<file path="src/rtl/html_pkg.sv">
// html_pkg: definitions shared by the HTML character streamer.
//   CHAR_BITS : default character width used by the streamer, its FIFO and its interface
//   state_e   : controller state encoding (IDLE=0, FETCH=1, DRAIN=2, DONE=3)
package html_pkg;

    localparam int CHAR_BITS = 8;

    typedef enum logic [1:0] {
        IDLE  = 2'd0,
        FETCH = 2'd1,
        DRAIN = 2'd2,
        DONE  = 2'd3
    } state_e;

endpackage

</file>
<file path="src/rtl/html_char_stream_if.sv">
// html_char_stream_if: source-memory read bus and character output stream.
//   mem_req/mem_addr       : read request and address (streamer -> memory)
//   mem_rvalid/mem_rdata   : read-return strobe and data (memory -> streamer)
//   char_out/char_valid    : FIFO head and its valid flag (streamer -> consumer)
//   char_ready             : consumer accepts char_out when high with char_valid
//   peek_char/peek_valid   : entry after the head; only when HTML_PEEK_EN is defined
// master = streamer side, slave = memory/consumer side.
interface html_char_stream_if import html_pkg::*; #(
    parameter int CHAR_W = CHAR_BITS,
    parameter int ADDR_W = 16
);
    logic              mem_req;
    logic [ADDR_W-1:0] mem_addr;
    logic              mem_rvalid;
    logic [CHAR_W-1:0] mem_rdata;
    logic [CHAR_W-1:0] char_out;
    logic              char_valid;
    logic              char_ready;
`ifdef HTML_PEEK_EN
    logic [CHAR_W-1:0] peek_char;
    logic              peek_valid;
`endif

    modport master (
        output mem_req, mem_addr, char_out, char_valid,
`ifdef HTML_PEEK_EN
        output peek_char, peek_valid,
`endif
        input  mem_rvalid, mem_rdata, char_ready
    );

    modport slave (
        input  mem_req, mem_addr, char_out, char_valid,
`ifdef HTML_PEEK_EN
        input  peek_char, peek_valid,
`endif
        output mem_rvalid, mem_rdata, char_ready
    );

endinterface

</file>
<file path="src/rtl/html_char_fifo.sv">
// html_char_fifo: DEPTH-entry character FIFO without bypass (a push into an
// empty FIFO becomes visible on the following cycle).
//   clock, state_enable : clock and asynchronous active-low reset
//   flush               : empties the FIFO (pointers and count only)
//   push, push_data     : write request and data
//   pop                 : read request (ignored when empty)
//   full, empty, count  : occupancy status
//   head                : oldest entry, forced to zero while empty
//   next                : entry after the head, zero unless count >= 2
//                         (port present only when HTML_PEEK_EN is defined)
module html_char_fifo import html_pkg::*; #(
    parameter int CHAR_W = CHAR_BITS,
    parameter int DEPTH  = 8
) (
    input  logic                   clock,
    input  logic                   state_enable,
    input  logic                   flush,
    input  logic                   push,
    input  logic [CHAR_W-1:0]      push_data,
    input  logic                   pop,
    output logic                   full,
    output logic                   empty,
    output logic [$clog2(DEPTH):0] count,
    output logic [CHAR_W-1:0]      head
`ifdef HTML_PEEK_EN
    ,
    output logic [CHAR_W-1:0]      next
`endif
);

    localparam int PTR_W = $clog2(DEPTH);
    localparam int CNT_W = PTR_W + 1;

    logic [CHAR_W-1:0] mem_q [DEPTH];
    logic [PTR_W-1:0]  wr_ptr_q;
    logic [PTR_W-1:0]  rd_ptr_q;
    logic [CNT_W-1:0]  count_q;
    logic              do_push;
    logic              do_pop;

    assign empty = (count_q == '0);
    assign full  = (count_q == CNT_W'(DEPTH));
    assign count = count_q;

    // A push while full is accepted only when a pop frees the slot in the same cycle.
    assign do_pop  = pop && !empty;
    assign do_push = push && !flush && (!full || do_pop);

    always_ff @(posedge clock or negedge state_enable) begin
        if (!state_enable) begin
            wr_ptr_q <= '0;
            rd_ptr_q <= '0;
            count_q  <= '0;
        end else if (flush) begin
            wr_ptr_q <= '0;
            rd_ptr_q <= '0;
            count_q  <= '0;
        end else begin
            if (do_push) wr_ptr_q <= wr_ptr_q + PTR_W'(1);
            if (do_pop)  rd_ptr_q <= rd_ptr_q + PTR_W'(1);
            case ({do_push, do_pop})
                2'b10:   count_q <= count_q + CNT_W'(1);
                2'b01:   count_q <= count_q - CNT_W'(1);
                default: count_q <= count_q;
            endcase
        end
    end

    // Storage is data only; validity comes from the pointers and count.
    always_ff @(posedge clock) begin
        if (do_push) mem_q[wr_ptr_q] <= push_data;
    end

    assign head = empty ? '0 : mem_q[rd_ptr_q];

`ifdef HTML_PEEK_EN
    assign next = (count_q >= CNT_W'(2)) ? mem_q[rd_ptr_q + PTR_W'(1)] : '0;
`endif

endmodule

</file>
<file path="src/rtl/html_char_stream.sv">
// html_char_stream: reads a zero-terminated or length-bounded character string
// from a source memory and streams it to a consumer through a small FIFO.
//   clock        : single clock, rising edge
//   state_enable : asynchronous active-low reset (release synchronised externally)
//   start        : one-cycle pulse, honoured only in IDLE or DONE
//   base_addr    : first source address, sampled on start
//   length       : maximum characters to read, sampled on start
//   has_finished : high in DONE
//   busy         : high in FETCH or DRAIN
//   bus          : memory read bus and character stream (html_char_stream_if.master)
// Defining HTML_PEEK_EN adds bus.peek_char/bus.peek_valid for two-character lookahead.
module html_char_stream import html_pkg::*; #(
    parameter int CHAR_W = CHAR_BITS,
    parameter int ADDR_W = 16,
    parameter int DEPTH  = 8
) (
    input  logic              clock,
    input  logic              state_enable,
    input  logic              start,
    input  logic [ADDR_W-1:0] base_addr,
    input  logic [ADDR_W-1:0] length,
    output logic              has_finished,
    output logic              busy,
    html_char_stream_if.master bus
);

    localparam int CNT_W = $clog2(DEPTH) + 1;

    state_e            state_q, state_d;
    logic [ADDR_W-1:0] addr_q, addr_d;
    logic [ADDR_W-1:0] remaining_q, remaining_d;
    logic              outstanding_q, outstanding_d;

    logic              mem_req;
    logic              flush;
    logic              push;
    logic              pop;
    logic              full;
    logic              empty;
    logic [CNT_W-1:0]  count;
    logic [CHAR_W-1:0] head;
    logic              rvalid_acc;
    logic              room;

    // Read data is only meaningful against our own outstanding request;
    // stray strobes (e.g. a late return after reset) are dropped here.
    assign rvalid_acc = outstanding_q && bus.mem_rvalid;

    // Space is reserved for an in-flight read so a return can always be pushed.
    assign room = !full && ((count + CNT_W'(outstanding_q)) < CNT_W'(DEPTH));

    assign pop = !empty && bus.char_ready;

    always_comb begin
        state_d       = state_q;
        addr_d        = addr_q;
        remaining_d   = remaining_q;
        outstanding_d = outstanding_q;
        mem_req       = 1'b0;
        flush         = 1'b0;
        push          = 1'b0;
        case (state_q)
            IDLE, DONE: begin
                if (start) begin
                    state_d       = FETCH;
                    flush         = 1'b1;
                    addr_d        = base_addr;
                    remaining_d   = length;
                    outstanding_d = 1'b0;
                end
            end
            FETCH: begin
                if (rvalid_acc) begin
                    outstanding_d = 1'b0;
                    if (bus.mem_rdata == '0) begin
                        // Terminator: nothing more is read, whatever length allowed.
                        remaining_d = '0;
                        state_d     = DRAIN;
                    end else begin
                        push = 1'b1;
                    end
                end else if (!outstanding_q && (remaining_q == '0)) begin
                    state_d = DRAIN;
                end else if (!outstanding_q && room) begin
                    mem_req       = 1'b1;
                    outstanding_d = 1'b1;
                    addr_d        = addr_q + ADDR_W'(1);
                    remaining_d   = remaining_q - ADDR_W'(1);
                end
            end
            DRAIN: begin
                if (empty) state_d = DONE;
            end
            default: state_d = IDLE;
        endcase
    end

    always_ff @(posedge clock or negedge state_enable) begin
        if (!state_enable) begin
            state_q       <= IDLE;
            addr_q        <= '0;
            remaining_q   <= '0;
            outstanding_q <= 1'b0;
        end else begin
            state_q       <= state_d;
            addr_q        <= addr_d;
            remaining_q   <= remaining_d;
            outstanding_q <= outstanding_d;
        end
    end

`ifdef HTML_PEEK_EN
    logic [CHAR_W-1:0] next_char;
`endif

    html_char_fifo #(
        .CHAR_W (CHAR_W),
        .DEPTH  (DEPTH)
    ) u_fifo (
        .clock        (clock),
        .state_enable (state_enable),
        .flush        (flush),
        .push         (push),
        .push_data    (bus.mem_rdata),
        .pop          (pop),
        .full         (full),
        .empty        (empty),
        .count        (count),
        .head         (head)
`ifdef HTML_PEEK_EN
        ,
        .next         (next_char)
`endif
    );

    assign bus.mem_req    = mem_req;
    assign bus.mem_addr   = addr_q;
    assign bus.char_out   = head;
    assign bus.char_valid = !empty;
    assign has_finished   = (state_q == DONE);
    assign busy           = (state_q == FETCH) || (state_q == DRAIN);

`ifdef HTML_PEEK_EN
    assign bus.peek_char  = next_char;
    assign bus.peek_valid = (count >= CNT_W'(2));
`endif

endmodule

</file>
<file path="src/flat_wrapper.sv">
// flat-port wrapper written by rule: the top's interface ports become plain ports
module html_char_stream_flat import html_pkg::*;
#(
    parameter int CHAR_W = CHAR_BITS,
    parameter int ADDR_W = 16,
    parameter int DEPTH  = 8
)
  (clock, state_enable, start, base_addr, length, has_finished, busy, bus_mem_req, bus_mem_addr, bus_char_out, bus_char_valid, bus_mem_rvalid, bus_mem_rdata, bus_char_ready);
  html_char_stream_if #(.CHAR_W(CHAR_W), .ADDR_W(ADDR_W)) bus_i ();
  input  logic clock;
  input  logic state_enable;
  input  logic start;
  input  logic [ADDR_W-1:0] base_addr;
  input  logic [ADDR_W-1:0] length;
  output logic has_finished;
  output logic busy;
  output wire logic [$bits(bus_i.mem_req)-1:0] bus_mem_req;
  output wire logic [$bits(bus_i.mem_addr)-1:0] bus_mem_addr;
  output wire logic [$bits(bus_i.char_out)-1:0] bus_char_out;
  output wire logic [$bits(bus_i.char_valid)-1:0] bus_char_valid;
  input wire logic [$bits(bus_i.mem_rvalid)-1:0] bus_mem_rvalid;
  input wire logic [$bits(bus_i.mem_rdata)-1:0] bus_mem_rdata;
  input wire logic [$bits(bus_i.char_ready)-1:0] bus_char_ready;
  assign bus_mem_req = bus_i.mem_req;
  assign bus_mem_addr = bus_i.mem_addr;
  assign bus_char_out = bus_i.char_out;
  assign bus_char_valid = bus_i.char_valid;
  assign bus_i.mem_rvalid = bus_mem_rvalid;
  assign bus_i.mem_rdata = bus_mem_rdata;
  assign bus_i.char_ready = bus_char_ready;
  html_char_stream #(.CHAR_W(CHAR_W), .ADDR_W(ADDR_W), .DEPTH(DEPTH)) u_core (.clock(clock), .state_enable(state_enable), .start(start), .base_addr(base_addr), .length(length), .has_finished(has_finished), .busy(busy), .bus(bus_i));
endmodule
</file>
<file path="config.mk">
export PLATFORM = sky130hd
export DESIGN_NAME = html_char_stream_flat
export DESIGN_NICKNAME = d
export VERILOG_FILES = /design/src/rtl/html_pkg.sv /design/src/rtl/html_char_stream_if.sv /design/src/rtl/html_char_fifo.sv /design/src/rtl/html_char_stream.sv /design/src/flat_wrapper.sv
export SDC_FILE = /design/constraint.sdc
export NUM_CORES = 1
export LEC_CHECK = 0
export CORE_MARGIN = 10
export CORE_UTILIZATION = 48
export CTS_CLUSTER_SIZE = 30
export DETAILED_ROUTE_END_ITERATION = 6
export PLACE_DENSITY_LB_ADDON = 0.15
export SYNTH_ARGS = -nofsm -noshare
export SYNTH_HDL_FRONTEND = slang
export SYNTH_SLANG_ARGS = --single-unit
</file>
<file path="constraint.sdc">
create_clock -name clock -period 3.3 [get_ports clock]
set_clock_uncertainty 0.1 [all_clocks]
set_input_delay 0.66 -clock clock [delete_from_list [all_inputs] [get_ports clock]]
set_output_delay 0.66 -clock clock [all_outputs]
set_load 0.005 [all_outputs]
</file>
==> metrics.cfg, run 1 <==
[global_routing]
grt_first_pass_wirelength_microns = 22500
grt_pass1_vias = 4198
gr-total-overflow = 0
antenna_found_initial = 0
grt_max_degree = 46
groute.usage.overall_pct = 17.3

[cts]
hold_buffers = 0
cts_resized = 0
cts_root_buf = clkbuf_16
post_cts_buffers = 0
clk_latency_ns = 0.36
cts.sinks = 109
cts.reportedPaths.clkPinSlew_ns = 0.07
cts_buffers = 9
h-tree-depth = 3
cts_tree = yes
cts_buffer_depth = 2

[placed_design]
dp_hpwl_microns = 9780
port_buffers = 72
gp_congestion = 0.865

[route]
firstDrtPassIters = 5
drt_iter0_drc = 352
wl_microns = 14000
routed_via_density = 6.02
antenna_left = 0
wl_per_cell_microns = 19.8
drc = 0
vias = 4263

[setup_path]
cp-end-kind = flip-flop
rrSetupSlack_ns = 0.64
startpoint_type = input pin
crit_end = u_core.u_fifo.count[3]
timing.rr.start = u_core.state_q[1]
startpoint = bus_mem_rdata[5]
r2r-end = u_core.bus.mem_addr[9]
r2r_cells = 8
cp.arrival_ns = 3.22
criticalPathCategory = in2reg
required_ns = 3.44
path_max_fanout = 4

[yosys]
syn-num-nets = 526
synth.area.top_cells = edfxtp_1, dfrtp_1, mux4_2
synth_edf_count = 64
netlist-cell-type-count = 59
async_reset_ff_share_pct = 41.3
yosys.area_share.adder_pct = 2.62
synth_common_cells = edfxtp_1, dfrtp_1, nor2_1
syn_area_sq_um = 5540
ys_warn_count = 0
synth_compound_area_share_pct = 14.3
synth_mux_area_share_pct = 9.99
synth.most_common_cell = edfxtp_1
syn_avg_cell_area_sq_um = 11.8
ys_seq_elements = 109
seq_area_frac_synth_pct = 55.1
yosys_most_used_dff = edfxtp_1
synth_top_family_by_area = compound AO/OA/AOI/OAI gates
synth.top_cell.area_share_pct = 34.7
synth_simple_gate_area_share_pct = 14.3
syn_inst = 470
synth_top_area_cell = edfxtp_1
synth-xor-area-share_pct = 0.791

[final_layout]
drive_above_1_share_pct = 14.3
antennaDiodeCount = 0
nFillCells = 924
seq_area_sq_um = 3050
nNetsFinal = 616
synthToLayoutAreaGrowth_pct = 25.2
multiInputGateArea_sq_um = 2320

[pwr]
totalPowerFinal_mw = 6.53
p_per_area_nw_per_um2 = 942
irDropWorstVdd_mv = 0.643
power.static_leakage_nw = 2.60

[floorplanning]
die_w_microns = 127
die-area_sq_um = 16200
core_sq_um = 11400
row_count = 39
io_pins = 73
die_h_microns = 127
start_util_pct = 48.7

[flow_run]
drv_cap = 0

[timing]
slew_headroom_pct = 30.1
fmax_ghz = 0.324
whs_ns = 0.386
post-route-min-period_ns = 3.08
setup_viol = 0
rsz0062_at_grt = no
hold_viol_final = 0
tns_ns = 0
tightest_slew_ns = 1.05
drv_slew = 0
min_period_over_period_pct = 93.4

[worst_hold_path]
hold_path_class = in2async

[outcome]
outcome = complete, no violations

==> cell type report <==
class                           instances  share of cell area, %
Timing Repair Buffer                  105                   14.0
Clock buffer                            9                   3.25
Sequential cell                       109                   44.0
Inverter                               15                  0.812
Multi-Input combinational cell        320                   33.5
Tap cell                              143                   2.58
Clock inverter                          7                   1.84
==> cell usage in the layout (no fill, tap or decap), types with 16 or more instances in the layout <==
cell	n
clkdlybuf4s50_1	68
edfxtp_1	64
nor2_1	45
dfrtp_1	45
nand2_1	36
buf_4	33
a21oi_1	23
nor3_1	18
mux2i_1	17
mux4_2	16
==> how the worst min path moves through the flow <==
stage          slack, ns  cells after the start                      to                    from
2_1_floorplan       0.26                      0  u_core.bus.mem_addr[0]            state_enable
3_3_place_gp        0.38                      1  u_core.remaining_q[15]  u_core.remaining_q[15]
3_5_place_dp        0.38                      1  u_core.remaining_q[15]  u_core.remaining_q[15]
4_1_cts             0.40                      1  u_core.remaining_q[15]  u_core.remaining_q[15]
5_1_grt             0.43                      1  u_core.remaining_q[15]  u_core.remaining_q[15]
6_report            0.39                      1  u_core.bus.mem_addr[3]            state_enable
==> layer usage <==
metal  global-route usage, %  wire length, microns
met1                    21.8                  5960
met2                    28.4                  7060
met3                    4.05                   797
met4                    6.23                   209
met5                       0                     0
==> cells by family after synthesis <==
logic type / count (synthesis)
simple gates: 154
compound gates: 116
flops: 109
buf+inv: 41
mux: 34
fa+ha+maj: 11
xor+xnor: 5
==> power breakdown <==
| group | internal [mW] | total [mW] | leakage, nW | switching [mW] |
|---|---|---|---|---|
| clock network | 0.756 | 1.29 | 0.173 | 0.531 |
| logic | 1.49 | 3.12 | 1.30 | 1.63 |
| registers | 1.73 | 2.12 | 1.13 | 0.393 |
| total | 3.97 | 6.53 | 2.60 | 2.56 |
==> per-stage QoR <==
| step | util [%] | setup WS, ns | instances | area, sq um |
|---|---|---|---|---|
| 6_report | 61.0 | 0.218 | 708 | 6930 |
| 5_1_grt | 61.0 | 0.0214 | 708 | 6930 |
| 4_1_cts | 60.9 | 0.0541 | 708 | 6920 |
| 3_5_place_dp | 57.8 | -0.308 | 692 | 6570 |
| 3_3_place_gp | 57.8 | -0.243 | 692 | 6570 |
| 2_1_floorplan | - | 0.343 | 470 | 5540 |
==> critical path, cell delays in order <==
cell and delay, ns:
clkdlybuf4s50_1 0.46, or4_4 0.57, o2111a_2 0.31, a21oi_1 0.21, ha_1 0.26, a21o_1 0.17
a21oi_1 0.21, nand2b_1 0.16, o21bai_1 0.11, a31oi_1 0.10
==> flip-flops by register name (all words and copies together), names as in the netlist <==
signal,cells
u_core.u_fifo.rd_ptr_q,3
u_core.u_fifo.count,4
u_core.u_fifo.wr_ptr_q,3
u_core.outstanding_q,1
u_core.state_q,2
u_core.remaining_q,16
u_core.bus.mem_addr,16
u_core.u_fifo.mem_q,64
No activity file was read; power rests on OpenSTA's default activity.
==> inputs of run 2 (changes only) <==
Settings changed: CAP_MARGIN set to 25, SETUP_SLACK_MARGIN set to 0.1, SLEW_MARGIN set to 20.
==> run 2 against run 1 <==
  * Non-clock buffer count stayed put
  * Worst hold slack got worse by 0.18 ns
  * Count of clock-buffer cells in the layout unchanged
  * Core utilization rose by 0.055 points
  * Worst setup slack improved by 0.075 ns
  * Die area did not move
  * Wire length up 0.49%
  * Sequential power about the same
  * Register-to-register slack better by 0.04 ns
  * Cell area about the same
  * Global-route usage is the same
  * Combinational power hardly changed
  * Critical endpoint unchanged
==> metrics.cfg, run 2 (synthesized netlist as in run 1, its figures left out) <==
[floorplanning]
start_util_pct = 48.7
core_sq_um = 11400
die_w_microns = 127
die-area_sq_um = 16200
row_count = 39
io_pins = 73
die_h_microns = 127

[pwr]
swShare_pct = 39.2
totalPowerFinal_mw = 6.54
p_per_area_nw_per_um2 = 943
p_clk_share_pct = 19.7
power.static_leakage_nw = 2.59
irDropWorstVdd_mv = 0.642
seq_power_share_pct = 32.4
power_frac_comb_pct = 47.9
switching_power_mw = 2.56
internal-power_mw = 3.98

[timing]
min_period_over_period_pct = 91.1
post-route-min-period_ns = 3.01
tightest_slew_ns = 0.869
fmax_ghz = 0.332
tns_ns = 0
drv_slew = 0
rsz0062_at_grt = no
hold_viol_final = 0
whs_ns = 0.202
slew_headroom_pct = 41.8
setup_viol = 0

[final_layout]
layout_commonest_cell = clkdlybuf4s50_1
multiInputGateArea_sq_um = 2330
nNetsFinal = 616
top_register = u_core.u_fifo.mem_q
final_core_util_pct = 61.0
layout_common_cells = clkdlybuf4s50_1, edfxtp_1, nor2_1, dfrtp_1, nand2_1
largest_register_ffs = 64
synthToLayoutAreaGrowth_pct = 25.3
seq_area_sq_um = 3050
drive_above_1_share_pct = 14.7
antennaDiodeCount = 0
nFillCells = 921
fin_area_sq_um = 6940

[route]
antenna_left = 0
drc = 0
wl_microns = 14100
routed_via_density = 6.04
drt_iter0_drc = 359
vias = 4278
firstDrtPassIters = 6
wl_per_cell_microns = 19.9

[flow_run]
drv_cap = 0

[global_routing]
antenna_found_initial = 0
grt_pass1_vias = 4198
gr-total-overflow = 0
grt_max_degree = 46
groute.usage.overall_pct = 17.3
grt_first_pass_wirelength_microns = 22500

[placed_design]
place_area_sq_um = 6570
dp_hpwl_microns = 9780
gp_congestion = 0.865
port_buffers = 72

[cts]
cts.sinks = 109
cts_buffers = 9
cts_root_buf = clkbuf_16
cts_tree = yes
cts.reportedPaths.clkPinSlew_ns = 0.07
post_cts_buffers = 0
cts_buffer_depth = 2
clk_latency_ns = 0.36
h-tree-depth = 3

[setup_path]
cp.arrival_ns = 3.14
path_max_fanout = 4
path_cells = clkdlybuf4s50_1 > or4_4 > o2111a_2 > a21oi_2 > ha_1 > a21o_1 > a21oi_2 > nand2b_1 > o21bai_1 > a31oi_1
criticalPathCategory = in2reg
startpoint_type = input pin
cpMostUsedCell = a21oi_2
cp-end-kind = flip-flop
slowest_stage = or4_4
slowest_delay_ns = 0.58
required_ns = 3.44

[outcome]
outcome = complete, no violations

[worst_hold_path]
hold_path_class = in2async

-- run 2: cell count changes in the layout (fill, tap and decap cells not counted), sizes merged --
cell,before,now
dlygate4sd2,0,1
dlymetal6s2s,3,2
-- run 2: metal layers --
| metal | global-route usage, % | vias to the layer above | routed length, microns |
|---|---|---|---|
| li1 | - | 1990 | - |
| met1 | 21.8 | 2125 | 5910 |
| met2 | 28.4 | 146 | 7100 |
| met3 | 4.05 | 17 | 862 |
| met4 | 6.23 | 0 | 225 |
| met5 | 0 | - | 0 |
-- run 2: layout make-up --
class | count | area share, %
flip-flops and latches | 109 | 43.9
multi-input cells | 320 | 33.6
repair buffers | 105 | 14.0
clock buffers | 9 | 3.25
well taps | 143 | 2.58
clock inverters | 7 | 1.84
inverters | 15 | 0.812
-- run 2: final timing paths --
check                                  startpoint                endpoint  slack [ns]  cells past startpoint
max                              bus_mem_rdata[5]  u_core.u_fifo.count[3]        0.29                     10
min                                  state_enable  u_core.bus.mem_addr[3]        0.20                      1
max reg2reg                     u_core.state_q[1]  u_core.bus.mem_addr[9]        0.68                      8
min reg2reg                u_core.remaining_q[15]  u_core.remaining_q[15]        0.40                      1
max in group asynchronous            state_enable  u_core.remaining_q[10]        2.48                      1
min in group clock         u_core.remaining_q[15]  u_core.remaining_q[15]        0.40                      1
-- run 2: stage by stage --
stage	std cells	setup WS, ns
6_report	708	0.292
5_1_grt	708	0.108
4_1_cts	708	0.118
3_5_place_dp	692	-0.308
3_3_place_gp	692	-0.243
2_1_floorplan	470	0.343
-- run 2: repair_timing --
| item | 4_1_cts | 5_1_grt |
|---|---|---|
| cloned | 0 | 0 |
| resized for setup | 1 | 4 |
| endpoints found under the setup margin | 1 | 1 |
| hold buffers | 0 | 0 |
| endpoints found under the hold margin | 0 | 0 |
-- run 2: critical path: cells and delay by family --
kind	cells	cell delay (ns)
AO/OA/AOI/OAI	6	1.06
AND/OR/NAND/NOR	2	0.72
buffers and inverters	1	0.46
adder cells (fa/ha/maj)	1	0.24
-- run 2: power by group through the flow --
stage | Sequential (mW) | Clock [mW] | Combinational, mW
final | 2.12 | 1.29 | 3.13
after global routing | 2.17 | 1.35 | 3.47
after CTS | 2.11 | 1.31 | 3.15
after detailed placement | 2.14 | 0 | 3.13
after global placement | 2.13 | 0 | 3.06
after floorplan | 2.00 | 0 | 2.04
==> inputs of run 3 (changes only) <==
Settings changed: CORE_UTILIZATION 48 to 37.
==> run 3 against run 2 <==
  * Worst hold slack lost 0.014 ns
  * Critical path type unchanged
  * Final cell count increased by 5.6%
  * Global-route usage shrank 2.9 points
==> metrics.cfg, run 3 (synthesized netlist as in run 1, its figures left out) <==
[setup_path]
crit_end = u_core.u_fifo.count[3]
r2r_cells = 6
cp.arrival_ns = 3.14
startpoint_type = input pin
criticalPathCategory = in2reg
path_cells = clkdlybuf4s50_1 > or4_4 > o2111a_2 > a21oi_1 > ha_1 > a21o_1 > a21oi_1 > nand2b_1 > o21bai_1 > a31oi_1
startpoint = bus_mem_rdata[4]
cp.depth = 10
timing.rr.start = u_core.state_q[1]
path_max_fanout = 3
cpMostUsedCell = a21oi_1
slowest_stage = or4_4
cpLargestDelayFamily = compound AO/OA/AOI/OAI gates
required_ns = 3.43
rrSetupSlack_ns = 0.69
path_buf_inv = 1
r2r-end = u_core.u_fifo.mem_q[5][7]
cp-end-kind = flip-flop
slowest_delay_ns = 0.54

[global_routing]
grt_pass1_vias = 4340
grt_first_pass_wirelength_microns = 23400
grt_max_degree = 34
gr-total-overflow = 0
antenna_found_initial = 0
groute.usage.overall_pct = 14.4

[timing]
min_period_over_period_pct = 91.0
tns_ns = 0
hold_viol_final = 0
drv_slew = 0
rsz0062_at_grt = no
fin_ws_ns = 0.296
slew_headroom_pct = 33.8
tightest_slew_ns = 0.990
fmax_ghz = 0.333
setup_viol = 0
whs_ns = 0.188
post-route-min-period_ns = 3.00

[final_layout]
top_register = u_core.u_fifo.mem_q
layout_commonest_cell = clkdlybuf4s50_1
nNetsFinal = 616
antennaDiodeCount = 0
layout_common_cells = clkdlybuf4s50_1, edfxtp_1, nor2_1
drive_above_1_share_pct = 14.5
nFillCells = 1345
synthToLayoutAreaGrowth_pct = 25.7
fin_area_sq_um = 6960
largest_register_ffs = 64

[pwr]
p_per_area_nw_per_um2 = 916
power_frac_comb_pct = 49.2
p_clk_share_pct = 17.2
power.static_leakage_nw = 2.58
swShare_pct = 39.8
switching_power_mw = 2.54
irDropWorstVdd_mv = 0.467
totalPowerFinal_mw = 6.38
seq_power_share_pct = 33.6
internal-power_mw = 3.84

[floorplanning]
row_count = 44
io_pins = 73
die_w_microns = 142
die_h_microns = 142
start_util_pct = 38.0
core_sq_um = 14600
die-area_sq_um = 20300

[cts]
cts_buffer_depth = 2
cts_buffers = 9
cts_resized = 0
cts_root_buf = clkbuf_16
clk_latency_ns = 0.35
cts.reportedPaths.clkPinSlew_ns = 0.08
post_cts_buffers = 0
cts.sinks = 109
h-tree-depth = 3
cts_tree = yes
hold_buffers = 0

[route]
wl_per_cell_microns = 19.3
antenna_left = 0
vias = 4206
routed_via_density = 5.62
wl_microns = 14400
drt_iter0_drc = 323
firstDrtPassIters = 5
drc = 0

[placed_design]
dp_slack_ns = -0.262
place_area_sq_um = 6650
port_buffers = 72
gp_congestion = 0.829
dp_hpwl_microns = 10200

[outcome]
outcome = complete, no violations

[worst_hold_path]
hold_path_class = in2async

[flow_run]
drv_cap = 0

run 3: power groups by stage:
stage	logic, mW	registers (mW)	clock network [mW]
floorplan	2.04	2.00	0
global placement	3.12	2.15	0
detailed placement	3.16	2.16	0
CTS	3.17	2.14	1.13
global route	3.52	2.19	1.17
finish	3.14	2.14	1.10
run 3: worst min-delay path by stage:
stage                                 from                     end  slack, ns  cells past startpoint
floorplan                     state_enable  u_core.bus.mem_addr[0]       0.26                      0
global placement    u_core.remaining_q[15]  u_core.remaining_q[15]       0.38                      1
detailed placement  u_core.remaining_q[15]  u_core.remaining_q[15]       0.38                      1
CTS                           state_enable  u_core.bus.mem_addr[3]       0.20                      1
global route                  state_enable  u_core.bus.mem_addr[3]       0.22                      1
finish                        state_enable  u_core.bus.mem_addr[7]       0.19                      1
run 3: per-stage QoR:
step	utilization [%]	cells
6_report	47.7	748
5_1_grt	47.7	748
4_1_cts	47.6	748
3_5_place_dp	45.6	733
3_3_place_gp	45.6	733
2_1_floorplan	-	470
run 3: per-layer routing:
| metal | share of wire (%) | vias to the layer above | GRT usage, % |
|---|---|---|---|
| met5 | 0 | - | 0 |
| li1 | - | 1990 | - |
| met1 | 45 | 2087 | 19.0 |
| met2 | 48 | 115 | 22.7 |
| met4 | 1.2 | 0 | 3.62 |
| met3 | 5.9 | 14 | 4.34 |
run 3: worst register-to-register path, stage by stage, from the launching register on:
cell and delay [ns]:
dfrtp_1 0.41, inv_1 0.09, ha_1 0.25, o2111a_2 0.24, buf_4 0.15, nand4_1 0.17, nor2_1 0.80
run 3: final cells by class:
cell class                 instances  area, sq um  area share (%)
sequential                       109         3050            43.8
inverter                          15         56.3           0.809
multi-input combinational        320         2330            33.5
timing repair buffer             105          996            14.3
clock buffer                       9          225            3.24
tap                              184          230            3.31
clock inverter                     6         71.3            1.02
==> RTL change 1: new RTL, config.mk and constraints of run 1 <==
`ADDR_W` is set to 16 in 3 places; all go to 17.
--- a/src/rtl/html_char_stream_if.sv
+++ b/src/rtl/html_char_stream_if.sv
@@ -9,3 +9,3 @@
     parameter int CHAR_W = CHAR_BITS,
-    parameter int ADDR_W = 16
+    parameter int ADDR_W = 17
 );
--- a/src/rtl/html_char_stream.sv
+++ b/src/rtl/html_char_stream.sv
@@ -13,3 +13,3 @@
     parameter int CHAR_W = CHAR_BITS,
-    parameter int ADDR_W = 16,
+    parameter int ADDR_W = 17,
     parameter int DEPTH  = 8
--- a/src/flat_wrapper.sv
+++ b/src/flat_wrapper.sv
@@ -4,3 +4,3 @@
     parameter int CHAR_W = CHAR_BITS,
-    parameter int ADDR_W = 16,
+    parameter int ADDR_W = 17,
     parameter int DEPTH  = 8
Ports: changed (resized base_addr, bus_mem_addr and length); port bits go from 73 to 76. No check against the original RTL was run, so the function may have changed too.
==> RTL change 1 against run 1 <==
Cell area up 0.51%. Worst setup slack worse by 0.018 ns. Sequential cell count increased by 2. Die area increased by 0.20%. Maximum frequency decreased by 0.58%. Wire length is 1.5% higher. Power fell by 4.5%. First-iteration DRC count is 26% higher. Synthesized area is 0.25% higher. Utilization grew 0.31 points. Largest cell class unchanged.
==> RTL change 1: results (changes against run 1) <==
Synth
  • Seq/Total Area, Yosys: 55.8% (+0.77 points)
  • Distinct cell type count after synthesis: 63 (+6.8%)
  • Average cell area after synthesis: 11.7 sq um (-0.81%)
  • Commonest cells post-synth: edfxtp_1, dfrtp_1, nor2_1
  • Largest cells by area after synthesis: edfxtp_1, dfrtp_1, mux4_2
  • Mapped Nets: 533 (+1.3%)
  • Post-synth ARST share: 42.3% (+1.1 points)

Global routing
  • GR Util All Layers: 17.6% (+0.27 points)
  • Vias in the first global route: 4471 (+6.5%)
  • Largest net degree at the start of global routing: 32 (-30%)
  • First-pass GRT wire length: 23000 um (+2.1%)

Critical path
  • Reg2reg end: u_core.bus.mem_addr[15]
  • Worst path slowest cell: clkdlybuf4s50_1
  • Crit-path max cell delay: 0.55 ns (-0.02 ns)
  • Worst-path fanout max: 9 (+5)

Placed design
  • DP Worst Slack: -0.194 ns (+0.114 ns)
  • DP HPWL: 10100 um (+3.1%)
  • Placed cell count: 705 (+1.9%)
  • GPL Wtd Cong: 0.860 (-0.67%)
  • PortBufs: 75 (+4.2%)

Timing
  • Rel. slew slack: 38.6% (+8.4 points)

Drt
  • Vias per cell: 6.01 (-0.24%)
  • Wire per inst: 19.7 um (-0.70%)
  • Met2 WL post-DR: 7370 um (+4.4%)

Final layout
  • Layout cell share with drive strength beyond 1: 14.3% (-0.051 points)
  • Nets@finish: 634 (+2.9%)
  • Fill count: 929 (+0.54%)
  • Final Non-Filler Cells: 724 (+2.3%)

Run status
  • Status: completed
[RTL change 1: cell types whose count changed in the layout (fill, tap and decap cells not counted), sizes merged, moves of 5 or more]
cell           change
a311oi             -5
nand3             +12
mux2i              -6
o21ai              +5
a32oi              +7
o22ai              -8
o2bb2ai            -5
or3                +6
a21oi              +8
clkdlybuf4s50      +6
or4                +6
[RTL change 1: what timing repair did]
item	in CTS	in global routing
buffers inserted	0	3
resized for setup	2	4
setup endpoints to repair	1	1
pin swaps	0	1
gates cloned	0	0
[RTL change 1: worst max-delay path by stage]
| stage | startpoint | to | slack (ns) | cells past startpoint |
|---|---|---|---|---|
| after global routing | bus_mem_rdata[1] | u_core.u_fifo.count[3] | 0.04 | 10 |
| after CTS | u_core.remaining_q[0] | bus_mem_req | 0.01 | 6 |
| after global placement | bus_mem_rdata[5] | u_core.u_fifo.mem_q[5][1] | -0.13 | 8 |
| final | bus_mem_rdata[1] | u_core.u_fifo.count[3] | 0.20 | 10 |
| after detailed placement | bus_mem_rdata[5] | u_core.u_fifo.mem_q[5][4] | -0.19 | 8 |
| after floorplan | u_core.state_q[1] | u_core.u_fifo.mem_q[0][0] | 0.54 | 8 |
[RTL change 1: per-stage QoR]
step,cell area [sq um],power (mW)
after CTS,6940,6.24
after floorplan,5550,3.92
after global routing,6970,6.70
final,6970,6.24
after detailed placement,6630,5.13
after global placement,6630,5.07
[RTL change 1: layout make-up]
cell class	count	area [sq um]	area share, %
inverters	13	48.8	0.700
clock inverters	7	75.1	1.08
flip-flops and latches	111	3100	44.5
well taps	143	179	2.57
repair buffers	111	1020	14.6
clock buffers	9	225	3.23
multi-input cells	330	2320	33.4
[RTL change 1: per-layer routing]
metal,GRT usage [%],vias to the layer above
li1,-,2057
met1,20.9,2120
met2,30.8,153
met3,3.76,19
met4,5.96,0
met5,0,-
[RTL change 1: cells by family after synthesis]
family	after synthesis	share of synthesized area, %
xor+xnor	4	0.631
simple gates	166	15.4
compound gates	120	14.1
flops	111	55.8
mux	29	8.86
fa+ha+maj	11	2.61
buf+inv	34	2.61
[RTL change 1: power by group]
| part | leakage (nW) | switching (mW) | internal (mW) |
|---|---|---|---|
| clock network | 0.148 | 0.553 | 0.538 |
| registers | 1.15 | 0.384 | 1.78 |
| logic | 1.26 | 1.55 | 1.43 |
| total | 2.56 | 2.48 | 3.75 |
==> RTL change 2: new RTL, flow settings as in run 1 <==
Without the edit above. Take the reset off `addr_q` and load it in a clocked block of its own.
--- a/src/rtl/html_char_stream.sv
+++ b/src/rtl/html_char_stream.sv
@@ -100,3 +100,2 @@
             state_q       <= IDLE;
-            addr_q        <= '0;
             remaining_q   <= '0;
@@ -105,3 +104,2 @@
             state_q       <= state_d;
-            addr_q        <= addr_d;
             remaining_q   <= remaining_d;
@@ -109,2 +107,6 @@
         end
+    end
+
+    always_ff @(posedge clock) begin
+        addr_q <= addr_d;
     end
Check against the original RTL: not equivalent (a bounded check fails within 4 cycles, from zero or initial values; the reset may be asserted at any time).
==> RTL change 2 against run 1 <==
Non-clock buffer count fell by 10. Worst setup slack got worse by 0.012 ns. Sequential share of layout area is 3.4 points higher. Cell area is 4.7% lower. Wire length shrank 17%. Synthesized area shrank 3.1%. Sequential cell count unchanged. Global-route usage down 2.4 points. Synthesized cell count shrank 12%. Power is 12% lower. Critical endpoint is now bus_mem_req. Largest power group unchanged.
==> RTL change 2: results (changes against run 1) <==
Global routing
  • Largest net degree at the start of global routing: 41 (-11%)
  • GR Util All Layers: 14.9% (-2.4 points)
  • First-pass GRT wire length: 19300 um (-14%)

Critical path
  • CP delay by family, top: buffers and inverters
  • Crit-path max cell delay: 0.51 ns (-0.06 ns)
  • Worst Setup SP: u_core.remaining_q[0]
  • Worst Setup EP: bus_mem_req
  • R2R depth: 11 (+3)
  • Worst EP arrival: 2.33 ns (-0.89 ns)
  • Reg2reg end: u_core.u_fifo.count[3]
  • R2R Setup Slk: 0.77 ns (+0.13 ns)

Timing
  • Rel. slew slack: 52.9% (+23 points)
  • Hold Slack: 0.427 ns (+0.0411 ns)

Placed design
  • Placed standard-cell area: 6350 sq um (-3.3%)
  • GPL Wtd Cong: 0.817 (-5.6%)
  • DP HPWL: 8040 um (-18%)

Hold path
  • Hold Crit Class: flop to flop

Final layout
  • Layout cell share with drive strength beyond 1: 13.6% (-0.75 points)
  • Fill count: 875 (-5.3%)

Synth
  • Distinct cell type count after synthesis: 56 (-5.1%)
  • Largest cells by area after synthesis: edfxtp_1, dfrtp_1, mux4_2
  • Commonest cells post-synth: edfxtp_1, nor2_1, dfrtp_1
  • EDFF count, synth: 80 (+25%)

Power
  • P_leak: 2.41 nW (-7.4%)
  • VDD IR max: 0.000435 V (-32%)

Run status
  • Status: completed

Drt
  • Initial DRC Count: 260 (-26%)

Clock tree
  • Clk root buf: clkbuf_8
RTL change 2: changes by cell type in the layout (fill, tap and decap cells not counted), sizes merged, moves of 8 or more:
cell / change
o21ai: -8
nor3: -8
xnor2: +8
o22ai: -12
dfrtp: -16
edfxtp: +16
buf: -11
a22o: +13
a22oi: -8
nand2: -14
RTL change 2: cells by family (layout without fill, tap and decap cells):
| group | count (synthesis) | count (layout) | synth area share (%) |
|---|---|---|---|
| AOI/OAI and AO/OA | 82 | 82 | 10.9 |
| xor gates and xnor gates | 20 | 20 | 3.27 |
| and+or+nand+nor | 126 | 126 | 12.2 |
| DFF | 109 | 109 | 58.3 |
| muxes | 30 | 30 | 9.59 |
| buffers and inverters | 37 | 130 | 3.03 |
| adders and majority gates | 11 | 11 | 2.71 |
RTL change 2: routing by layer:
layer	vias to the layer above	track usage [%]	part of all wire (%)
li1	1746	-	-
met1	1751	19.6	45
met2	107	23.3	47
met3	11	3.86	6.8
met4	0	5.08	1.3
met5	-	0	0
RTL change 2: layout make-up:
type / instances / area [sq um] / share of cell area [%]
clock inverter: 7 / 126 / 1.91
multi-input combinational: 269 / 2070 / 31.4
clock buffer: 9 / 124 / 1.88
tap: 140 / 175 / 2.65
sequential: 109 / 3130 / 47.4
inverter: 19 / 71.3 / 1.08
timing repair buffer: 95 / 906 / 13.7
RTL change 2: where the power goes:
| part | leakage [nW] | internal, mW | switching (mW) |
|---|---|---|---|
| sequential | 1.09 | 1.84 | 0.316 |
| combinational | 1.19 | 1.28 | 1.31 |
| clock | 0.128 | 0.516 | 0.478 |
RTL change 2: per-stage QoR:
stage	worst slack (ns)	std cells
final	0.205	648
after CTS	0.140	648
after global placement	0.174	632
after detailed placement	0.0989	632
after floorplan	0.614	415
after global routing	0.0424	648
